File: src/rtl/ref_pkg.sv
// Shared constants and state encoding for the DRAM refresh request timer.
// Default parameters live here so the top and the interval counter agree.
package ref_pkg;

   localparam int REF_PERIOD_DEF = 375;
   localparam int URG_DEBT_DEF   = 2;
   localparam int MAX_DEBT_DEF   = 7;
   localparam int DEBT_W         = 3;

   localparam logic [1:0] ST_IDLE = 2'd0;
   localparam logic [1:0] ST_PEND = 2'd1;
   localparam logic [1:0] ST_GAP  = 2'd2;

   typedef enum logic [1:0] {
      IDLE = ST_IDLE,
      PEND = ST_PEND,
      GAP  = ST_GAP
   } ref_state_e;

endpackage

File: src/rtl/ref_interval.sv
// Free-running refresh interval counter: counts 0..REF_PERIOD-1 and flags
// the wrap cycle with a one-cycle Tick.
module ref_interval
   import ref_pkg::*;
#(
   parameter int REF_PERIOD = REF_PERIOD_DEF
) (
   input  logic CLK,
   input  logic RST,
   output logic Tick
);

   localparam int IC_W = (REF_PERIOD > 1) ? $clog2(REF_PERIOD) : 1;
   localparam logic [IC_W-1:0] IC_LAST = IC_W'(REF_PERIOD - 1);

   logic [IC_W-1:0] r_ic;
   logic            w_wrap;

   assign w_wrap = (r_ic == IC_LAST);
   assign Tick   = w_wrap;

   always_ff @(posedge CLK) begin
      if (RST) begin
         r_ic <= '0;
      end else if (w_wrap) begin
         r_ic <= '0;
      end else begin
         r_ic <= r_ic + 1'b1;
      end
   end

endmodule

File: src/rtl/ram_refresh_timer.sv
// Refresh debt tracker driving RefReq/RefUrg into the RAM controller; one
// refresh retired per acknowledge edge, with a forced request-low gap.
//
//   state | meaning
//   ------+-----------------------------------------------------------
//   IDLE  | no refresh owed, requests low
//   PEND  | debt >= 1, RefReq high, RefUrg high when debt >= URG_DEBT
//   GAP   | ack seen, requests held low until RefAck drops
module ram_refresh_timer
   import ref_pkg::*;
#(
   parameter int REF_PERIOD = REF_PERIOD_DEF,
   parameter int URG_DEBT   = URG_DEBT_DEF,
   parameter int MAX_DEBT   = MAX_DEBT_DEF
) (
   input  logic              CLK,
   input  logic              RST,
   input  logic              RefAck,
   output logic              RefReq,
   output logic              RefUrg,
   output logic [DEBT_W-1:0] RefDebt,
   output logic              RefOverrun
);

   localparam logic [DEBT_W-1:0] URG_D = DEBT_W'(URG_DEBT);
   localparam logic [DEBT_W-1:0] MAX_D = DEBT_W'(MAX_DEBT);

   logic              w_tick;
   logic              w_ae;
   logic              w_ovr_set;
   logic [DEBT_W-1:0] w_debt_nxt;
   ref_state_e        w_state_nxt;

   logic              r_ack_prev;
   logic [DEBT_W-1:0] r_debt;
   ref_state_e        r_state;
   logic              r_req;
   logic              r_urg;
   logic              r_ovr;

   ref_interval #(
      .REF_PERIOD (REF_PERIOD)
   ) u_interval (
      .CLK  (CLK),
      .RST  (RST),
      .Tick (w_tick)
   );

   assign w_ae = RefAck & ~r_ack_prev;

   always_comb begin
      w_debt_nxt = r_debt;
      w_ovr_set  = 1'b0;
      if (w_tick && !w_ae) begin
         if (r_debt >= MAX_D) begin
            w_ovr_set = 1'b1;
         end else begin
            w_debt_nxt = r_debt + 1'b1;
         end
      end else if (w_ae && !w_tick && (r_debt != '0)) begin
         w_debt_nxt = r_debt - 1'b1;
      end
   end

   // Next state is taken from next debt so outputs move on the same edge.
   always_comb begin
      w_state_nxt = r_state;
      case (r_state)
         IDLE: if (w_debt_nxt != '0) w_state_nxt = PEND;
         PEND: if (w_ae) w_state_nxt = GAP;
         GAP:  if (!RefAck) w_state_nxt = (w_debt_nxt != '0) ? PEND : IDLE;
         default: w_state_nxt = IDLE;
      endcase
   end

   always_ff @(posedge CLK) begin
      if (RST) begin
         r_ack_prev <= 1'b0;
         r_debt     <= '0;
         r_state    <= IDLE;
         r_req      <= 1'b0;
         r_urg      <= 1'b0;
         r_ovr      <= 1'b0;
      end else begin
         r_ack_prev <= RefAck;
         r_debt     <= w_debt_nxt;
         r_state    <= w_state_nxt;
         r_req      <= (w_state_nxt == PEND);
         r_urg      <= (w_state_nxt == PEND) && (w_debt_nxt >= URG_D);
         r_ovr      <= r_ovr | w_ovr_set;
      end
   end

   assign RefReq     = r_req;
   assign RefUrg     = r_urg;
   assign RefDebt    = r_debt;
   assign RefOverrun = r_ovr;

endmodule

File: config.mk
export PLATFORM = sky130hd
export DESIGN_NAME = ram_refresh_timer
export DESIGN_NICKNAME = d
export VERILOG_FILES = /design/src/rtl/ref_pkg.sv /design/src/rtl/ref_interval.sv /design/src/rtl/ram_refresh_timer.sv
export SDC_FILE = /design/constraint.sdc
export NUM_CORES = 1
export LEC_CHECK = 0
export ABC_AREA = 1
export BUFFER_PORTS_ARGS = -buffer_cell sky130_fd_sc_hd__buf_2
export CORE_MARGIN = 2
export CORE_UTILIZATION = 30
export CTS_BUF_LIST = sky130_fd_sc_hd__clkbuf_2
export CTS_CLUSTER_DIAMETER = 30
export DETAILED_ROUTE_END_ITERATION = 10
export GPL_TIMING_DRIVEN = 0
export HOLD_SLACK_MARGIN = 0.12
export MAX_ROUTING_LAYER = met4
export SYNTH_ARGS = -nofsm -noshare
export SYNTH_HDL_FRONTEND = slang
export SYNTH_SLANG_ARGS = --single-unit
File: constraint.sdc
create_clock -name CLK -period 3.15 [get_ports CLK]
set_input_delay 0.1575 -clock CLK [delete_from_list [all_inputs] [get_ports CLK]]
set_output_delay 0.1575 -clock CLK [all_outputs]
set_load 0.02 [all_outputs]
==> results of run 1 <==
## cell families after synthesis
| family | synth area share |
|---|---|
| xor gates and xnor gates | 0.02682 |
| adders and majority gates | 0.07663 |
| buffers and inverters | 0.06513 |
| and+or+nand+nor | 0.3640 |
| AOI/OAI and AO/OA | 0.09962 |
| DFF | 0.3678 |
## cell usage after synthesis, drive strengths merged
cell / number / area, sq um
xor2: 1 / 8.760
nand3b: 2 / 15.01
nor2: 18 / 102.6
nand2: 31 / 151.4
a21oi: 12 / 71.32
o21ai: 2 / 10.01
nor3b: 1 / 7.510
clkinv: 1 / 3.750
or2: 1 / 6.260
a2111oi: 1 / 8.760
clkbuf: 1 / 3.750
nor3: 1 / 5.000
ha: 6 / 75.07
o211ai: 1 / 7.510
nand3: 8 / 62.56
dfxtp: 18 / 360.4
nor4: 1 / 6.260
inv: 15 / 56.31
xnor2: 2 / 17.52
## per-layer routing
metal  up-vias  wire length, microns
li1        415                     -
met1       363                   737
met2         7                   881
met3         0                    50
met4         0                     0
met5         -                     0
## power by group through the flow
stage | clock network (W) | logic (W) | registers (W)
after global routing | 0.000113 | 0.000291 | 0.000284
final | 0.000100 | 0.000255 | 0.000279
after CTS | 0.000105 | 0.000258 | 0.000279
after global placement | 0 | 0.000249 | 0.000284
after floorplan | 0 | 0.000184 | 0.000301
after detailed placement | 0 | 0.000256 | 0.000285
## sequential cells by signal (all words and copies together), names as in the netlist
register,count
RefDebt,3
RefOverrun,1
RefReq,1
RefUrg,1
r_ack_prev,1
r_state,2
u_interval.r_ic,9
## repair_timing
item	CTS	global route
endpoints found under the hold margin	2	0
hold buffers	1	0
setup buffers	0	0
## critical path: cells and delay by family, from the launching register on
family,cells,cell delay [ns]
AOI/OAI and AO/OA,2,0.42
buffers and inverters,1,0.12
adders and majority gates,1,0.22
DFF,1,0.46
and+or+nand+nor,8,0.51
## per-stage QoR
stage                     worst slack, ns  hold slack [ns]  cells
after global routing                1.119           0.2073    179
after global placement              1.373           0.4257    174
after CTS                           1.334           0.1712    179
after detailed placement            1.354           0.4312    174
after floorplan                     1.363           0.2797    123
final                               1.339           0.1784    179
## area by class of cell
class	instances	area, sq um
Sequential cell	18	360.3
Inverter	16	60.06
Clock buffer	3	15.01
Fill cell	325	1979
Clock inverter	1	3.754
Timing Repair Buffer	8	45.04
Buffer	1	3.754
Multi-Input combinational cell	88	555.5
Tap cell	44	55.05
## worst paths after layout
| check | slack (ns) | depth (start not counted) | to | start |
|---|---|---|---|---|
| worst max-delay path | 1.34 | 12 | RefUrg | RefDebt[0] |
| worst min-delay path | 0.18 | 2 | RefDebt[2] | RST |
| worst max register to register | 1.34 | 12 | RefUrg | RefDebt[0] |
| worst min register to register | 0.48 | 1 | u_interval.r_ic[0] | u_interval.r_ic[0] |
==> out/results.ini, run 1 <==
[cts]
clkLatencyLatePin_ns=0.30
cts.reportedPaths.clkPinSlew_ns=0.17
cts_resized=0
cts.sinks=18
root_buffer=clkbuf_2
cts_tree=done
numCtsBuffers=3
htree_levels=1
cts_max_path_buffers=2

[yosys]
ys_ff_latch=18
synth_cells=123
synth_cell_type_count=27
synthesis.area_sq_um=979.7
yosysSeqAreaShare=0.3678
yosys_warnings=0
synth.avg_cell_area_sq_um=7.965
syn_nets=132

[timing]
max_freq_mhz=552.2
fin_crit_sh=0.5749
skew_ns=0.004867
tightest_slew_ns=0.3261
slew_violations=0
fin_tns_setup_ns=0
rsz0062_at_grt=false
slew_headroom=0.7770
min_period_ns=1.811
hold_viol_final=0
setup_viol=0

[power]
sequentialPowerShare=0.440
power.density_nw_per_um2=578.0
ir_drop_v=0.0003336
total_power_w=0.0006350
comb_power_share=0.402
leakage_nw=0.5316
intPower_w=0.0003815
p_switching_w=0.0002535
power_switching_share=0.3992
power_frac_clock=0.158

[critical_path]
cp-end-kind=register
slowest_delay_ns=0.46
path_cells=inv_1 -> ha_1 -> a21oi_2 -> nand2_4 -> nand2_1 -> nand2_1 -> a21oi_2 -> nand3_2 -> nand2_2 -> nand2_1 -> nand2_1 -> nor2_1
crit_path_top_delay_cell=dfxtp_1
cp.arrival_ns=2.02
crit_top_cell=nand2_1
worstSetupPathType=reg2reg
crit_path_start_kind=register
cp_max_fo=6
cp.required_ns=3.36

[floorplan]
rows=20
initial_core_util=0.3183
dieArea_sq_um=3739
die_y_microns=61.15
fp.dieW_microns=61.15
core_sq_um=3078
io_pins=9

[grt]
grtUsageMet1=0.1218
met2_usage=0.1976
grt_antenna_before_repair=0
grt_start_max_net_pins=11
grtUsageTotal=0.1087
grt_use_met3=0.03151
grt.overflow.total=0
grt_pass1_wl_microns=3036
grt-busiest-layer=met2
grt_pass1_vias=740

[job]
maxCapViolCount=0

[layout]
final_common_cell=nand2_1
area_delta_synth_final_pct=12.13
layout_common_cells=nand2_1 (23), dfxtp_1 (18), nor2_1 (15), inv_1 (13), a21oi_1 (9)
drive_gt1_frac=0.2222
num_antenna_cells=0
utilization=0.3569
fin_nets=145
fin_area_sq_um=1099

[placed_design]
place_congestion=0.8024
dpl.hpwl_microns=1303
io_buffers=7
placed_area_sq_um=1070

[hold_path]
hp-class=in2reg

[drt]
totalWireLength_microns=1669
drtIter0Drc=23
final_antenna_net_count=0
route.detailed.drc=0
wl_per_cell_microns=9.324
vias=785
vias_per_cell=4.385
dr.pass1.iters=4

[status]
status=complete, no violations

No activity file was read; power rests on OpenSTA's default activity.
==> inputs of run 2 (changes only) <==
- clock period: 3.15 -> 1.5 ns (I/O delays scaled with it)
==> run 2 against run 1 <==
Largest cell class unchanged. Wire length is 26% higher. Combinational power grew to 3.0 times the previous value. Clock-buffer cell count increased by 1. The flow now finishes with violations (setup timing). Critical path depth did not move. Power grew to 2.5 times the previous value. Worst hold slack better by 0.31 ns. Register-to-register slack lost 1.4 ns. Critical path type unchanged.
==> out/results.ini, run 2 (synthesis results as in run 1) <==
[critical_path]
worstSetupPathType=reg2reg
crit_path_start_kind=register
cp.arrival_ns=1.76  ; -0.26 ns
cp_max_fo=4  ; -2
crit_top_cell=nand2_2
cp-end-kind=register
cp.required_ns=1.71  ; -1.65 ns
crit_path_top_delay_cell=dfxtp_4
crit_family=simple AND/OR/NAND/NOR gates
slowest_delay_ns=0.42  ; -0.04 ns
cp_num_buf_inv=1  ; unchanged
path_cells=inv_4 -> ha_4 -> a21oi_4 -> nand2_4 -> nand2_2 -> nand2_2 -> a21oi_4 -> nand3_2 -> nand2_2 -> nand2_1 -> nand2_1 -> nor2_1

[timing]
tightest_slew_ns=0.3464  ; +0.02037 ns
min_period_ns=1.560  ; -0.2512 ns
hold_viol_final=0  ; unchanged
hold_slack_ns=0.4872  ; +0.3087 ns
rsz0062_at_grt=true
slew_violations=0  ; unchanged
max_freq_mhz=641.1  ; +16%
slew_headroom=0.7631  ; -0.01393
setup_ws_ns=-0.05970  ; -1.399 ns
fin_crit_sh=1.040  ; +0.4649
skew_ns=0.001577  ; -0.003290 ns
setup_viol=3  ; +3
fin_tns_setup_ns=-0.08862  ; -0.08862 ns

[placed_design]
place_congestion=0.7378  ; -8.1%
dpl.hpwl_microns=1312  ; +0.68%
io_buffers=7  ; unchanged
placedCellCount=174  ; unchanged

[floorplan]
core_sq_um=3078  ; unchanged
dieArea_sq_um=3739  ; unchanged
initial_core_util=0.3183  ; unchanged
fp.dieW_microns=61.15  ; unchanged
die_y_microns=61.15  ; unchanged
rows=20  ; unchanged
io_pins=9  ; unchanged

[drt]
vias=866  ; +10%
route.detailed.drc=0  ; unchanged
top_layer=met4
drtIter0Drc=16  ; -30%
wl_per_cell_microns=10.85  ; +16%
wl_met3_microns=20  ; -60%
final_antenna_net_count=0  ; unchanged
m1WireLength_microns=921  ; +25%
totalWireLength_microns=2105  ; +26%
vias_per_cell=4.464  ; +1.8%
dr.pass1.iters=4  ; unchanged
met2_length_microns=1127  ; +28%

[grt]
grt_antenna_before_repair=0  ; unchanged
grtUsageTotal=0.1166  ; +0.007946
grt_pass1_vias=770  ; +4.1%
grt_pass1_wl_microns=3125  ; +2.9%
grt.overflow.total=0  ; unchanged
grt_start_max_net_pins=11  ; unchanged

[cts]
htree_levels=1  ; unchanged
cts_max_path_buffers=2  ; unchanged
cts_tree=done
cts.reportedPaths.clkPinSlew_ns=0.17  ; about the same
root_buffer=clkbuf_2
numCtsBuffers=3  ; unchanged
cts.sinks=18  ; unchanged
clkLatencyLatePin_ns=0.30  ; about the same

[layout]
area_delta_synth_final_pct=38.06
num_antenna_cells=0  ; unchanged
largest_reg_flops=9  ; unchanged
utilization=0.4394  ; +0.08252
fin_nets=160  ; +10%
final_common_cell=nand2_1
stdcell_count=194  ; +8.4%
drive_gt1_frac=0.4600  ; +0.2378
fill_cells=317  ; -2.5%
top_register=u_interval.r_ic
layout_common_cells=nand2_1 (16), nor2_1 (13), dfxtp_1 (12), buf_4 (12), nand2_2 (10)

[status]
status=finished, violations left
violations=setup timing

[power]
comb_power_share=0.482  ; +0.080
power_frac_clock=0.141  ; -0.017
sequentialPowerShare=0.378  ; -0.062
power.density_nw_per_um2=1179  ; +100%
ir_drop_v=0.0005758  ; +73%
leakage_nw=0.6310  ; +19%
intPower_w=0.0009677  ; +150%
power_switching_share=0.3932  ; -0.005948
p_switching_w=0.0006272  ; +150%

[job]
maxCapViolCount=0  ; unchanged

[hold_path]
hp-class=reg2reg

-- run 2: cell types whose count changed in the layout (fill, tap and decap cells not counted), moves of 4 or more --
cell	delta
a21oi_4	+4
nand2_2	+5
buf_4	+12
inv_1	-5
dfxtp_1	-6
nand2_1	-7
ha_1	-4
-- run 2: per-stage QoR --
step	power, W	worst slack (ns)	instance area (sq um)
finish	0.001595	-0.05970	1353
global route	0.001713	-0.1712	1353
global placement	0.001188	-0.09179	1112
detailed placement	0.001194	-0.09867	1112
CTS	0.001496	-0.06233	1220
floorplan	0.001079	0.003084	1022
-- run 2: cell type report --
type                            instances  area [sq um]  share of cell area
Buffer                                  1         3.754            0.002775
Clock buffer                            4         20.02             0.01480
Tap cell                               44         55.05             0.04070
Sequential cell                        18         375.4              0.2775
Inverter                               16         65.06             0.04810
Multi-Input combinational cell         88         666.9              0.4931
Timing Repair Buffer                   23         166.4              0.1230
-- run 2: path summary, 6_finish.rpt --
kind,slack (ns),to,depth (start not counted),from
min reg2reg,0.49,RefOverrun,2,RefOverrun
max,-0.06,RefUrg,12,RefDebt[0]
min,0.49,RefOverrun,2,RefOverrun
max reg2reg,-0.06,RefUrg,12,RefDebt[0]
-- run 2: power by group through the flow --
stage,clock [W],sequential [W],combinational (W)
after floorplan,0,0.000649,0.000430
after global placement,0,0.000614,0.000574
after detailed placement,0,0.000617,0.000578
after CTS,0.000232,0.000591,0.000673
after global routing,0.000250,0.000612,0.000851
final,0.000224,0.000602,0.000768
-- run 2: routing by layer --
layer,vias up,track usage
li1,450,-
met4,0,0.08696
met1,402,0.1355
met5,-,-
met3,4,0.01261
met2,10,0.1839
-- run 2: worst min-delay path, stage by stage (launching register included) --
cell	delay [ns]
dfxtp_1	0.36
a21oi_1	0.04
nor2_1	0.06
-- run 2: timing repair --
action                                 4_1_cts  5_1_grt
hold buffers                                 3        0
resized for setup                            5       19
buffers inserted                             5        8
endpoints found under the hold margin        8        0
setup endpoints to repair                    3        4
pin swaps                                    5       12
==> inputs of run 3 (changes only) <==
- CTS_CLUSTER_DIAMETER: 30 -> 120
- PLACE_DENSITY_LB_ADDON: default -> 0.2
==> run 3 against run 2 <==
The flow still finishes with violations (setup timing). First-iteration DRC count increased to 2.8 times the previous value. Critical path depth up 1. Sequential share of layout area is 1.1 points higher. Power is 4.8% lower. Register-to-register slack lost 0.08 ns. Clock skew rose by 0.0029 ns. Final cell count decreased by 3.1%. Worst hold slack about the same. Critical endpoint unchanged. Largest cell class unchanged.
==> out/results.ini, run 3 (synthesis results as in run 1) <==
[floorplan]
fp.dieW_microns=61.15  ; unchanged
dieArea_sq_um=3739  ; unchanged
initial_core_util=0.3183  ; unchanged
rows=20  ; unchanged
die_y_microns=61.15  ; unchanged
core_sq_um=3078  ; unchanged
io_pins=9  ; unchanged

[timing]
setup_ws_ns=-0.1412  ; -0.08151 ns
slew_headroom=0.7333  ; -0.02978
tightest_slew_ns=0.3900  ; +0.04354 ns
skew_ns=0.004486  ; +0.002909 ns
fin_crit_sh=1.094  ; +0.05434
slew_violations=0  ; unchanged
hold_viol_final=0  ; unchanged
max_freq_mhz=609.3  ; -5.0%
setup_viol=3  ; unchanged
min_period_ns=1.641  ; +0.08151 ns
rsz0062_at_grt=true

[power]
total_power_w=0.001519  ; -4.8%
power.density_nw_per_um2=1181  ; +0.14%
ir_drop_v=0.0006499  ; +13%
leakage_nw=0.5940  ; -5.9%

[grt]
grt_antenna_before_repair=0  ; unchanged
grt_pass1_vias=760  ; -1.3%
met2_usage=0.1854  ; +0.001520
grtUsageTotal=0.1125  ; -0.004116
grt.overflow.total=0  ; unchanged
grt_start_max_net_pins=11  ; unchanged
grt_pass1_wl_microns=3036  ; -2.8%
grt-busiest-layer=met2
grtUsageMet1=0.1316  ; -0.003937
grt_use_met3=0.01891  ; +0.006303

[status]
violations=setup timing
status=finished, violations left

[layout]
utilization=0.4179  ; -0.02155
num_antenna_cells=0  ; unchanged
fin_nets=154  ; -3.8%
fin_area_sq_um=1286  ; -4.9%
drive_gt1_frac=0.4306  ; -0.02944
area_delta_synth_final_pct=31.29
largest_reg_flops=9  ; unchanged
fill_cells=314  ; -0.95%
layout_common_cells=nand2_1 (17), dfxtp_1 (13), nor2_1 (13), nand2_2 (10)
top_register=u_interval.r_ic
final_common_cell=nand2_1

[critical_path]
crit_path_top_delay_cell=dfxtp_4
r2r_slack_ns=-0.14  ; -0.08 ns
cp.required_ns=1.74  ; +0.03 ns
cp.depth=13  ; +1
crit_path_end=RefUrg
path_cells=ha_2 -> ha_1 -> inv_1 -> nand2_2 -> inv_2 -> nand2_1 -> a21oi_2 -> a21oi_4 -> nand3_2 -> nand2_2 -> nand2_1 -> nand2_1 -> nor2_1
cp-end-kind=register
r2r-start=RefDebt[0]
timing.critical_path.from=RefDebt[0]
cp_max_fo=5  ; +1
reg2reg_depth=13  ; +1
slowest_delay_ns=0.40  ; -0.02 ns
crit_path_start_kind=register
crit_family=simple AND/OR/NAND/NOR gates
crit_top_cell=nand2_1
cp_num_buf_inv=2  ; +1
cp.arrival_ns=1.88  ; +0.12 ns
worstSetupPathType=reg2reg
r2r-end=RefUrg

[placed_design]
placed_area_sq_um=1112  ; unchanged
place_congestion=0.7959  ; +7.9%
dpl.hpwl_microns=1301  ; -0.86%
io_buffers=7  ; unchanged

[drt]
final_antenna_net_count=0  ; unchanged
drtIter0Drc=44  ; +28
vias=811  ; -6.4%
totalWireLength_microns=1882  ; -11%
wl_per_cell_microns=10.01  ; -7.7%
dr.pass1.iters=4  ; unchanged
route.detailed.drc=0  ; unchanged
vias_per_cell=4.314  ; -3.4%

[cts]
cts_tree=done
numCtsBuffers=3  ; unchanged
cts.sinks=18  ; unchanged
htree_levels=1  ; unchanged
cts.reportedPaths.clkPinSlew_ns=0.16  ; about the same
clkLatencyLatePin_ns=0.29  ; about the same
root_buffer=clkbuf_2
cts_max_path_buffers=2  ; unchanged

[job]
maxCapViolCount=0  ; unchanged

[hold_path]
hp-class=reg2reg

## run 3: power by group
part | switching, W | internal (W)
registers | 0.0000548 | 0.000544
clock network | 0.000144 | 0.0000580
logic | 0.000396 | 0.000321
total | 0.000596 | 0.000923
## run 3: layout make-up
class	instances	area [sq um]	area share
multi-input combinational	88	656.9	0.5107
sequential	18	371.6	0.2889
timing repair buffer	17	117.6	0.09144
inverter	16	62.56	0.04864
tap	44	55.05	0.04280
clock buffer	3	15.01	0.01167
clock inverter	1	3.754	0.002918
buffer	1	3.754	0.002918
## run 3: worst min-delay path by stage
stage	to	depth (start not counted)	slack, ns	start
6_report	RefOverrun	2	0.49	RefOverrun
4_1_cts	RefOverrun	2	0.50	RefOverrun
3_5_place_dp	r_ack_prev	3	0.35	RefAck
2_1_floorplan	r_ack_prev	2	0.20	RefAck
3_3_place_gp	r_ack_prev	3	0.34	RefAck
5_1_grt	RefOverrun	2	0.55	RefOverrun
## run 3: tightest hold or removal path, stage by stage, from the launching register on
cell     delay (ns)
dfxtp_1        0.35
a21oi_1        0.04
nor2_1         0.07
## run 3: metrics by stage
| step | cells | setup WS, ns | setup TNS, ns | hold WS [ns] |
|---|---|---|---|---|
| 6_report | 188 | -0.1412 | -0.3367 | 0.4876 |
| 5_1_grt | 188 | -0.2495 | -0.6769 | 0.5451 |
| 4_1_cts | 185 | -0.07364 | -0.1389 | 0.4998 |
| 3_5_place_dp | 174 | -0.09882 | -0.1783 | 0.3521 |
| 3_3_place_gp | 174 | -0.09023 | -0.1583 | 0.3425 |
| 2_1_floorplan | 123 | 0.003084 | 0 | 0.1972 |
## run 3: timing repair
item,CTS,global route
hold endpoints to repair,8,0
gates resized for setup,5,14
pin swaps,5,9
buffers inserted,4,3
hold buffers,3,0
endpoints found under the setup margin,3,4
## run 3: layer usage
metal / wire length (microns) / vias up
met5: 0 / -
met4: 18 / 0
met3: 34 / 2
met2: 952 / 5
met1: 875 / 372
li1: - / 432
